[config.mk]
export PLATFORM = sky130hd
export DESIGN_NAME = branch_predict_unit
export DESIGN_NICKNAME = d
export VERILOG_FILES = /design/src/rtl/branch_predict_unit_pkg.sv /design/src/rtl/branch_predict_unit_cond_eval.sv /design/src/rtl/branch_predict_unit.sv
export SDC_FILE = /design/constraint.sdc
export NUM_CORES = 1
export LEC_CHECK = 0
export ABC_AREA = 1
export CORE_MARGIN = 3
export CORE_UTILIZATION = 35
export DETAILED_ROUTE_END_ITERATION = 6
export SLEW_MARGIN = 0
export SYNTH_ARGS = -nofsm -noshare
export SYNTH_HDL_FRONTEND = slang
export SYNTH_SLANG_ARGS = --single-unit
[constraint.sdc]
create_clock -name clk -period 3.95 [get_ports clk]
set_input_delay 1.185 -clock clk [delete_from_list [all_inputs] [get_ports clk]]
set_output_delay 1.185 -clock clk [all_outputs]
set_load 0.1 [all_outputs]
[src/rtl/branch_predict_unit_pkg.sv]
// ---------------------------------------------------------------------------
// branch_predict_unit_pkg
// Shared definitions for the branch prediction unit:
//   - MIPS opcode / REGIMM rt selector constants for the six conditional
//     branches resolved in ID
//   - 2-bit saturating counter encodings (strongly/weakly not-taken/taken)
// ---------------------------------------------------------------------------
package branch_predict_unit_pkg;

    // Primary opcode field values
    localparam logic [5:0] OP_REGIMM = 6'b000001;
    localparam logic [5:0] OP_BEQ    = 6'b000100;
    localparam logic [5:0] OP_BNE    = 6'b000101;
    localparam logic [5:0] OP_BLEZ   = 6'b000110;
    localparam logic [5:0] OP_BGTZ   = 6'b000111;

    // rt selectors under OP_REGIMM
    localparam logic [4:0] RT_BLTZ   = 5'b00000;
    localparam logic [4:0] RT_BGEZ   = 5'b00001;

    // Counter encodings for CNT_W = 2
    typedef enum logic [1:0] {
        SN = 2'b00,
        WN = 2'b01,
        WT = 2'b10,
        ST = 2'b11
    } cnt2_e;

endpackage

[src/rtl/branch_predict_unit_cond_eval.sv]
// ---------------------------------------------------------------------------
// branch_cond_eval
// Purely combinational decode and resolution of the six conditional branches
// (beq, bne, bgez, bgtz, blez, bltz).
// Ports:
//   op        in   6       opcode field
//   rt        in   5       rt field, selects bgez/bltz under REGIMM
//   rd1       in   DATA_W  forwarded rs value
//   rd2       in   DATA_W  forwarded rt value
//   is_branch out  1       instruction is one of the six branches
//   taken     out  1       branch condition holds; 0 when not a branch
// ---------------------------------------------------------------------------
module branch_cond_eval
    import branch_predict_unit_pkg::*;
#(
    parameter int DATA_W = 32
) (
    input  logic [5:0]        op,
    input  logic [4:0]        rt,
    input  logic [DATA_W-1:0] rd1,
    input  logic [DATA_W-1:0] rd2,
    output logic              is_branch,
    output logic              taken
);

    // Signed compares against zero reduce to the sign bit and a zero test
    logic rd1_neg;
    logic rd1_zero;
    logic ops_equal;

    assign rd1_neg   = rd1[DATA_W-1];
    assign rd1_zero  = (rd1 == '0);
    assign ops_equal = (rd1 == rd2);

    // Decode and resolve; anything not listed (including other REGIMM rt
    // values) is not a branch and reports not-taken
    always_comb begin
        is_branch = 1'b0;
        taken     = 1'b0;
        unique case (op)
            OP_BEQ: begin
                is_branch = 1'b1;
                taken     = ops_equal;
            end
            OP_BNE: begin
                is_branch = 1'b1;
                taken     = ~ops_equal;
            end
            OP_BLEZ: begin
                is_branch = 1'b1;
                taken     = rd1_neg | rd1_zero;
            end
            OP_BGTZ: begin
                is_branch = 1'b1;
                taken     = ~rd1_neg & ~rd1_zero;
            end
            OP_REGIMM: begin
                if (rt == RT_BGEZ) begin
                    is_branch = 1'b1;
                    taken     = ~rd1_neg;
                end else if (rt == RT_BLTZ) begin
                    is_branch = 1'b1;
                    taken     = rd1_neg;
                end
            end
            default: begin
                is_branch = 1'b0;
                taken     = 1'b0;
            end
        endcase
    end

endmodule

[src/rtl/branch_predict_unit.sv]
// ---------------------------------------------------------------------------
// branch_predict_unit
// PC-indexed table of saturating counters predicting taken/not-taken for IF,
// plus ID-stage branch resolution, mispredict detection, table training and
// a saturating mispredict statistic.
// Ports:
//   clk            in   1       rising-edge clock
//   reset          in   1       synchronous, active-high
//   if_pc          in   32      IF lookup address
//   if_pred_taken  out  1       MSB of the indexed counter (combinational)
//   id_valid       in   1       ID holds a real instruction
//   id_stall       in   1       ID frozen; suppresses training and counting
//   id_pc          in   32      ID training address
//   id_op          in   6       opcode field
//   id_rt          in   5       rt field
//   id_rd1         in   DATA_W  forwarded rs value
//   id_rd2         in   DATA_W  forwarded rt value
//   id_pred_taken  in   1       prediction carried in the IF/ID register
//   id_is_branch   out  1       ID holds a conditional branch
//   id_taken       out  1       resolved outcome
//   id_mispredict  out  1       valid branch whose outcome differs from prediction
//   mispredict_cnt out  STAT_W  saturating mispredict count
// ---------------------------------------------------------------------------
module branch_predict_unit
    import branch_predict_unit_pkg::*;
#(
    parameter int DATA_W    = 32,
    parameter int BHT_DEPTH = 64,
    parameter int CNT_W     = 2,
    parameter int INIT_CNT  = 1,
    parameter int STAT_W    = 16
) (
    input  logic              clk,
    input  logic              reset,
    input  logic [31:0]       if_pc,
    output logic              if_pred_taken,
    input  logic              id_valid,
    input  logic              id_stall,
    input  logic [31:0]       id_pc,
    input  logic [5:0]        id_op,
    input  logic [4:0]        id_rt,
    input  logic [DATA_W-1:0] id_rd1,
    input  logic [DATA_W-1:0] id_rd2,
    input  logic              id_pred_taken,
    output logic              id_is_branch,
    output logic              id_taken,
    output logic              id_mispredict,
    output logic [STAT_W-1:0] mispredict_cnt
);

    localparam int                IDX_W    = $clog2(BHT_DEPTH);
    localparam logic [CNT_W-1:0]  INIT_VAL = CNT_W'(INIT_CNT);
    localparam logic [CNT_W-1:0]  CNT_MAX  = '1;
    localparam logic [STAT_W-1:0] STAT_MAX = '1;

    logic [CNT_W-1:0] bht [BHT_DEPTH];
    logic [IDX_W-1:0] if_idx;
    logic [IDX_W-1:0] id_idx;
    logic             upd;

    // Word-aligned PCs; upper bits and byte offset do not take part in
    // indexing, so distinct branches may alias onto one entry
    assign if_idx = if_pc[IDX_W+1:2];
    assign id_idx = id_pc[IDX_W+1:2];

    logic unused_pc_bits;
    assign unused_pc_bits = ^{if_pc[31:IDX_W+2], if_pc[1:0],
                              id_pc[31:IDX_W+2], id_pc[1:0]};

    branch_cond_eval #(
        .DATA_W (DATA_W)
    ) u_cond_eval (
        .op        (id_op),
        .rt        (id_rt),
        .rd1       (id_rd1),
        .rd2       (id_rd2),
        .is_branch (id_is_branch),
        .taken     (id_taken)
    );

    // Asynchronous table read, no bypass of a same-cycle write
    assign if_pred_taken = bht[if_idx][CNT_W-1];

    assign id_mispredict = id_valid & id_is_branch & (id_taken != id_pred_taken);

    // A stalled branch is held in ID, so gating on ~id_stall makes it train
    // and count exactly once, on the cycle it leaves ID
    assign upd = id_valid & ~id_stall & id_is_branch;

    // Counter table: reset has priority over training
    always_ff @(posedge clk) begin
        if (reset) begin
            for (int i = 0; i < BHT_DEPTH; i++) begin
                bht[i] <= INIT_VAL;
            end
        end else if (upd) begin
            if (id_taken) begin
                if (bht[id_idx] != CNT_MAX) begin
                    bht[id_idx] <= bht[id_idx] + 1'b1;
                end
            end else begin
                if (bht[id_idx] != '0) begin
                    bht[id_idx] <= bht[id_idx] - 1'b1;
                end
            end
        end
    end

    // Saturating mispredict statistic
    always_ff @(posedge clk) begin
        if (reset) begin
            mispredict_cnt <= '0;
        end else if (upd && id_mispredict && (mispredict_cnt != STAT_MAX)) begin
            mispredict_cnt <= mispredict_cnt + 1'b1;
        end
    end

endmodule

# Word-level counts from Yosys, hierarchy flattened
# Memory sizes are Yosys's and may differ from the RTL's.
# Cells that the tools add are included.
# totals
ramBits	128
mem_count	1
output_inout_bits	20
regBits	16
inputBits	144
word_cells	55
# mem_list
memory	words	word_bits	rd	rd_clocked_by_memory_dff	write_ports	line	rtl
bht	64	2	2	0	64	branch_predict_unit.sv:56	logic [CNT_W-1:0] bht [BHT_DEPTH];
# classes
n_eq_ne	10
muxes	22
bitwise	11
add_sub_neg	3
n_reduce_logical	7
# ops
op	n
equality test 32 bit	1
logical NOT 32 bit	1
equality test 6 x 3 -> 1 bit (second input constant)	4
two-way mux 1 bit	17
adder 16 x 1 -> 16 bit (second input constant)	1
!= test 16 bit (second input constant)	1
equality test 6 x 1 -> 1 bit (second input constant)	1
two-way mux 6 bit	1
AND 1 bit	5
equality test 5 x 1 -> 1 bit (second input constant)	1
logical NOT 5 bit	1
case mux 1 bit (5 select lines)	1
two-way mux 2 bit	2
inverter 1 bit	4
OR reduction 4 bit	1
adder 2 x 1 -> 2 bit (second input constant)	1
logical AND 1 bit	2
!= test 2 bit (second input constant)	1
bitwise OR 1 bit	2
case mux 1 bit (2 select lines)	1
nonzero test 2 bit	1
OR reduction 2 bit	1
subtractor 2 x 1 -> 2 bit (second input constant)	1
!= test 1 bit	1

# Depth between registers and ports, before layout
# logic_depth
ltp_word	11
mapped_depth	21
mapped_depth_nobuf	17

# Cells and area by module
# From an unflattened synthesis, not the netlist that was laid out.
# unflattened
hier_cells	1274
area_unflattened_um2	9002.4
# modules_own_cells
mod	seq_area_each_um2	area_per_inst_um2	cells_per_inst	n_inst
branch_predict_unit	4164.0	8341.8	1149	1
branch_cond_eval	0.0	660.6	125	1

# Worst setup path before layout
# No wires, ideal clock.
# synth_timing
kind	input to output
start	input port id_rd1[0]
end	output port id_mispredict
setup_slack_ps	-1701
stages	14
arrival_ps	4466
required_time_ps	2765
cell_sequence	inv_1 > nand2_1 > nor2_1 > nand2_1 > nor2_1 > nand2_1 > nand3_1 > nand2_1 > nor2_1 > nand2_1 > nand2_1 > clkbuf_1 > nand2_1 > nor2_1
# synth_via
elab_chain_cells	6
word_cells_on_any_way	9
cone_classes	2 x eq/ne; 1 x mux; 5 x bitwise; 1 x reduce/logical
# synth_lines
item	line	rtl
start, declared	branch_predict_unit.sv:42	input logic [DATA_W-1:0] id_rd1,
logical NOT 32 bit	branch_predict_unit_cond_eval.sv:32	assign rd1_zero = (rd1 == '0);
inverter 1 bit	branch_predict_unit_cond_eval.sv:55	taken = ~rd1_neg & ~rd1_zero;
AND 1 bit	branch_predict_unit_cond_eval.sv:55	
case mux 1 bit (5 select lines) *	branch_predict_unit_cond_eval.sv:40	unique case (op)
via id_taken	branch_predict_unit.sv:46	output logic id_taken,
!= test 1 bit *	branch_predict_unit.sv:84	assign id_mispredict = id_valid & id_is_branch & (id_taken != id_pred_taken);
AND 1 bit *	branch_predict_unit.sv:84	
end, declared	branch_predict_unit.sv:47	output logic id_mispredict,
# Mark *: on every way through the listed nets, which the timed path passes. The rest lies on a longest branch.

# Final worst setup path
# layout_timing
start	input port if_pc[2]
end	output port if_pred_taken
# layout_via
elab_chain_cells	1
# layout_lines
item	line	rtl
start, declared	branch_predict_unit.sv:35	input logic [31:0] if_pc,
memory (64 x 2 bit)	n/a	
end, declared	branch_predict_unit.sv:36	output logic if_pred_taken,
# No other way between the ends.

==> results.json <==
{
  "timing.critical_path.from": "if_pc[2]",
  "io_pins": 164,
  "placement.io_buffers": 111,
  "worstPathMaxFanout": 8,
  "crit_path_max_incr_delay_ns": 0.32,
  "drv_cap": 0,
  "post_drt_via_cell_ratio": 5.19,
  "final_min_period_over_clock_period_pct": 100,
  "yosys-top-cells-count": "511 x nand2_1, 142 x nor2_1, 128 x edfxtp_1",
  "grt_use_total_pct": 19.9,
  "synth.area.top_cells": "edfxtp_1 41%, nand2_1 21%, nand4_1 5.8%",
  "slew_viol_final": 0,
  "synthArstFlopShare_pct": 0,
  "yosys.area_share.xor_xnor_pct": 3.48,
  "cts_buffer_depth": 2,
  "layout-drive-gt1-share_pct": 19.0,
  "fin_worst_hold_slack_ns": 0.491,
  "cpMostUsedCell": "buf_4",
  "timing.critical_path.to_type": "primary output",
  "core.rowCount": 59,
  "share_seq_of_total_power_pct": 41.6,
  "hp_start": "mispredict_cnt[15]",
  "crit_path_start_kind": "input pin",
  "power_frac_clock_pct": 40.8,
  "cts_made_buffers": 17,
  "synth.mux.area_fraction_pct": 0,
  "maxClockFrequency_mhz": 252,
  "synthesized_area_fraction_occupied_by_ao_oa_aoi_and_oai_cells_pct": 5.15,
  "final.setup_skew_ns": 0.0149,
  "gr-total-overflow": 0,
  "die_ht_um": 169,
  "setup-tns-final_ns": -0.0155,
  "synthesis.area_mm2": 0.00932,
  "hold_viol_final": 0,
  "chipWidth_um": 169,
  "power_density_mw_per_mm2": 337,
  "gp_congestion": 0.841,
  "cts_root_buf": "clkbuf_16",
  "clock_sinks": 144,
  "synth-main-ff-cell": "edfxtp_1",
  "holdCritPathClass": "reg2reg",
  "drt_pre_antenna_iters": 5,
  "max_slew.worst_pin.slew_ns": 0.982,
  "cts_max_level": 4,
  "comb_power_share_pct": 17.6,
  "hold-path-endpoint": "mispredict_cnt[15]",
  "yosys.area_share.simple_pct": 38.8,
  "syn-num-nets": 1419,
  "regToRegEndpoint": "bht[41][0]",
  "cp_num_cells": 11,
  "detailedPlacementHpwl_um": 19400,
  "r2r_slack_ns": 1.42,
  "final.setup.worst_slack_ns": -0.0155,
  "power_leakage_nw": 5.05,
  "regToRegStartpoint": "bht[12][1]",
  "n_antenna_cell": 0,
  "hold_buffers": 0,
  "netlist_instances": 1274,
  "grt_pass1_vias": 8542,
  "failed_checks": "negative setup slack",
  "adder_and_majority_cell_fraction_of_the_synthesized_area_pct": 0.134,
  "detailedRoute.firstIterationViolations": 530,
  "drt_wl_total_um": 28700,
  "netSwitchingPower_mw": 1.17,
  "vdd_ir_drop_max_v": 0.000224,
  "finalNetCount": 1547,
  "critical-path-slowest-cell": "o221ai_1",
  "grt_antenna_before_repair": 0,
  "ff2ff_path_depth": 16,
  "crit_type": "in2out",
  "slew-limit-headroom_pct": 34.3,
  "wire_length_per_cell_after_detailed_routing_um": 16.4,
  "fp.dieArea_mm2": 0.0286,
  "yosys_warnings": 0,
  "synth_edf_count": 128,
  "detail_route.drc_violations": 0,
  "yosysUniqueCellTypes": 30,
  "maximum_number_of_pins_on_one_net_before_global_route_repair": 66,
  "grt_first_pass_wirelength_um": 45300,
  "synth_top_area_share_pct": 41.2,
  "finalSetupViolations": 1,
  "totalPowerFinal_mw": 4.06,
  "critPathTopFamily": "buffers and inverters",
  "avgSynthCellArea_um2": 7.32,
  "starting_utilization_of_the_core_area_pct": 35.7,
  "detailedPlace.worstSlack_ns": -0.518,
  "clk-insertion-delay-late_ns": 0.44,
  "core_region_area_mm2": 0.0261,
  "cts.reportedPaths.clkPinSlew_ns": 0.06,
  "synth.yosys.seq_area_share_pct": 44.7,
  "synth_area_leader": "edfxtp_1",
  "antenna_violating_nets_post_route": 0,
  "worstPathRequired_ns": 2.76,
  "critPathBufInv": 5,
  "switch_share_pct": 28.9,
  "num_vias": 9084,
  "tritoncts_clock_tree": "built",
  "yosys.cell_count.top_type": "nand2_1",
  "largest_family_of_logic_cells_by_synthesized_area": "simple AND/OR/NAND/NOR gates",
  "arrival_ns": 2.78,
  "timing.critical_path.cells": "buf_4 > inv_4 > buf_4 > buf_4 > o21ai_0 > o221ai_1 > o311ai_2 > nand3_1 > nand3b_1 > nand2_2 > buf_12",
  "syn_to_final_growth_pct": 29.1,
  "worst_hold_path.num_cells": 2,
  "nFillCells": 2622,
  "ys_seq_elements": 144,
  "run_status": "finished, violations left",
  "finalWorstPathRequiredPeriod_ns": 3.97,
  "p_int_mw": 2.89
}
## placed cells by master, fill, tap and decap left out, types with 13 or more instances in the layout
cell / n
a21oi_1: 23
buf_12: 19
buf_4: 88
clkbuf_16: 17
clkbuf_2: 36
clkdlybuf4s15_1: 17
clkdlybuf4s50_1: 16
dfxtp_1: 16
dlygate4sd2_1: 13
edfxtp_1: 128
inv_1: 45
inv_2: 16
nand2_1: 495
nand3_1: 76
nand4_1: 86
nor2_1: 125
nor3_2: 16
o21ai_0: 30
xnor2_1: 23
xor2_1: 13
## routing by layer
layer / share of wire [%] / global-route usage [%] / wire [um] / up-vias
li1: - / - / - / 4504
met1: 43 / 25.9 / 12200 / 4296
met2: 50 / 34.3 / 14400 / 240
met3: 5.6 / 3.70 / 1600 / 44
met4: 1.7 / 5.12 / 494 / 0
met5: 0 / 0 / 0 / -
## sequential cells by signal, indices dropped and copies added (netlist names)
| register | cells |
|---|---|
| bht | 128 |
| mispredict_cnt | 16 |
## timing repair
action	CTS	global route
pin swaps	68	93
buffers inserted	6	2
hold endpoints to repair	0	0
resized for setup	117	137
cloned	1	0
endpoints found under the setup margin	3	4
## power by group through the flow
stage | Sequential [mW] | Clock, mW | Combinational, mW
CTS | 1.69 | 1.67 | 0.699
floorplan | 1.71 | 0 | 0.373
global placement | 1.72 | 0 | 0.692
detailed placement | 1.72 | 0 | 0.697
finish | 1.69 | 1.66 | 0.715
global route | 1.69 | 1.74 | 0.781
## cells by family (layout without fill, tap and decap cells)
group / Yosys count / count (layout)
DFF: 144 / 144
AOI/OAI and AO/OA: 83 / 83
adders and majority gates: 1 / 1
buffers and inverters: 156 / 297
xor gates and xnor gates: 37 / 37
and+or+nand+nor: 853 / 853
## area by class of cell
cell class | instances | area (um2) | area share, %
Multi-Input combinational cell | 974 | 4790 | 39.8
Sequential cell | 144 | 4160 | 34.6
Timing Repair Buffer | 203 | 1830 | 15.2
Tap cell | 335 | 419 | 3.48
Clock buffer | 17 | 425 | 3.54
Inverter | 62 | 235 | 1.95
Clock inverter | 15 | 173 | 1.43
## how the worst max path moves through the flow
| stage | end | slack (ns) |
|---|---|---|
| finish | if_pred_taken | -0.02 |
| global route | if_pred_taken | -0.05 |
| global placement | if_pred_taken | -0.56 |
| detailed placement | if_pred_taken | -0.52 |
| floorplan | id_mispredict | -0.10 |
| CTS | id_mispredict | 0.003 |
## worst min-delay path, delay by kind of cell, from the launching register on
family | cells | cell delay [ns]
AO/OA/AOI/OAI | 1 | 0.05
flip-flops | 1 | 0.33
AND/OR/NAND/NOR | 1 | 0.07
## stage by stage
step / util (%) / instance area, um2 / cells
after CTS: 45.8 / 12000 / 1749
after global placement: 43.1 / 11300 / 1711
after global routing: 46.1 / 12000 / 1750
final: 46.1 / 12000 / 1750
after floorplan: - / 9390 / 1274
after detailed placement: 43.1 / 11300 / 1711
Power figures use the tool's default switching activity.
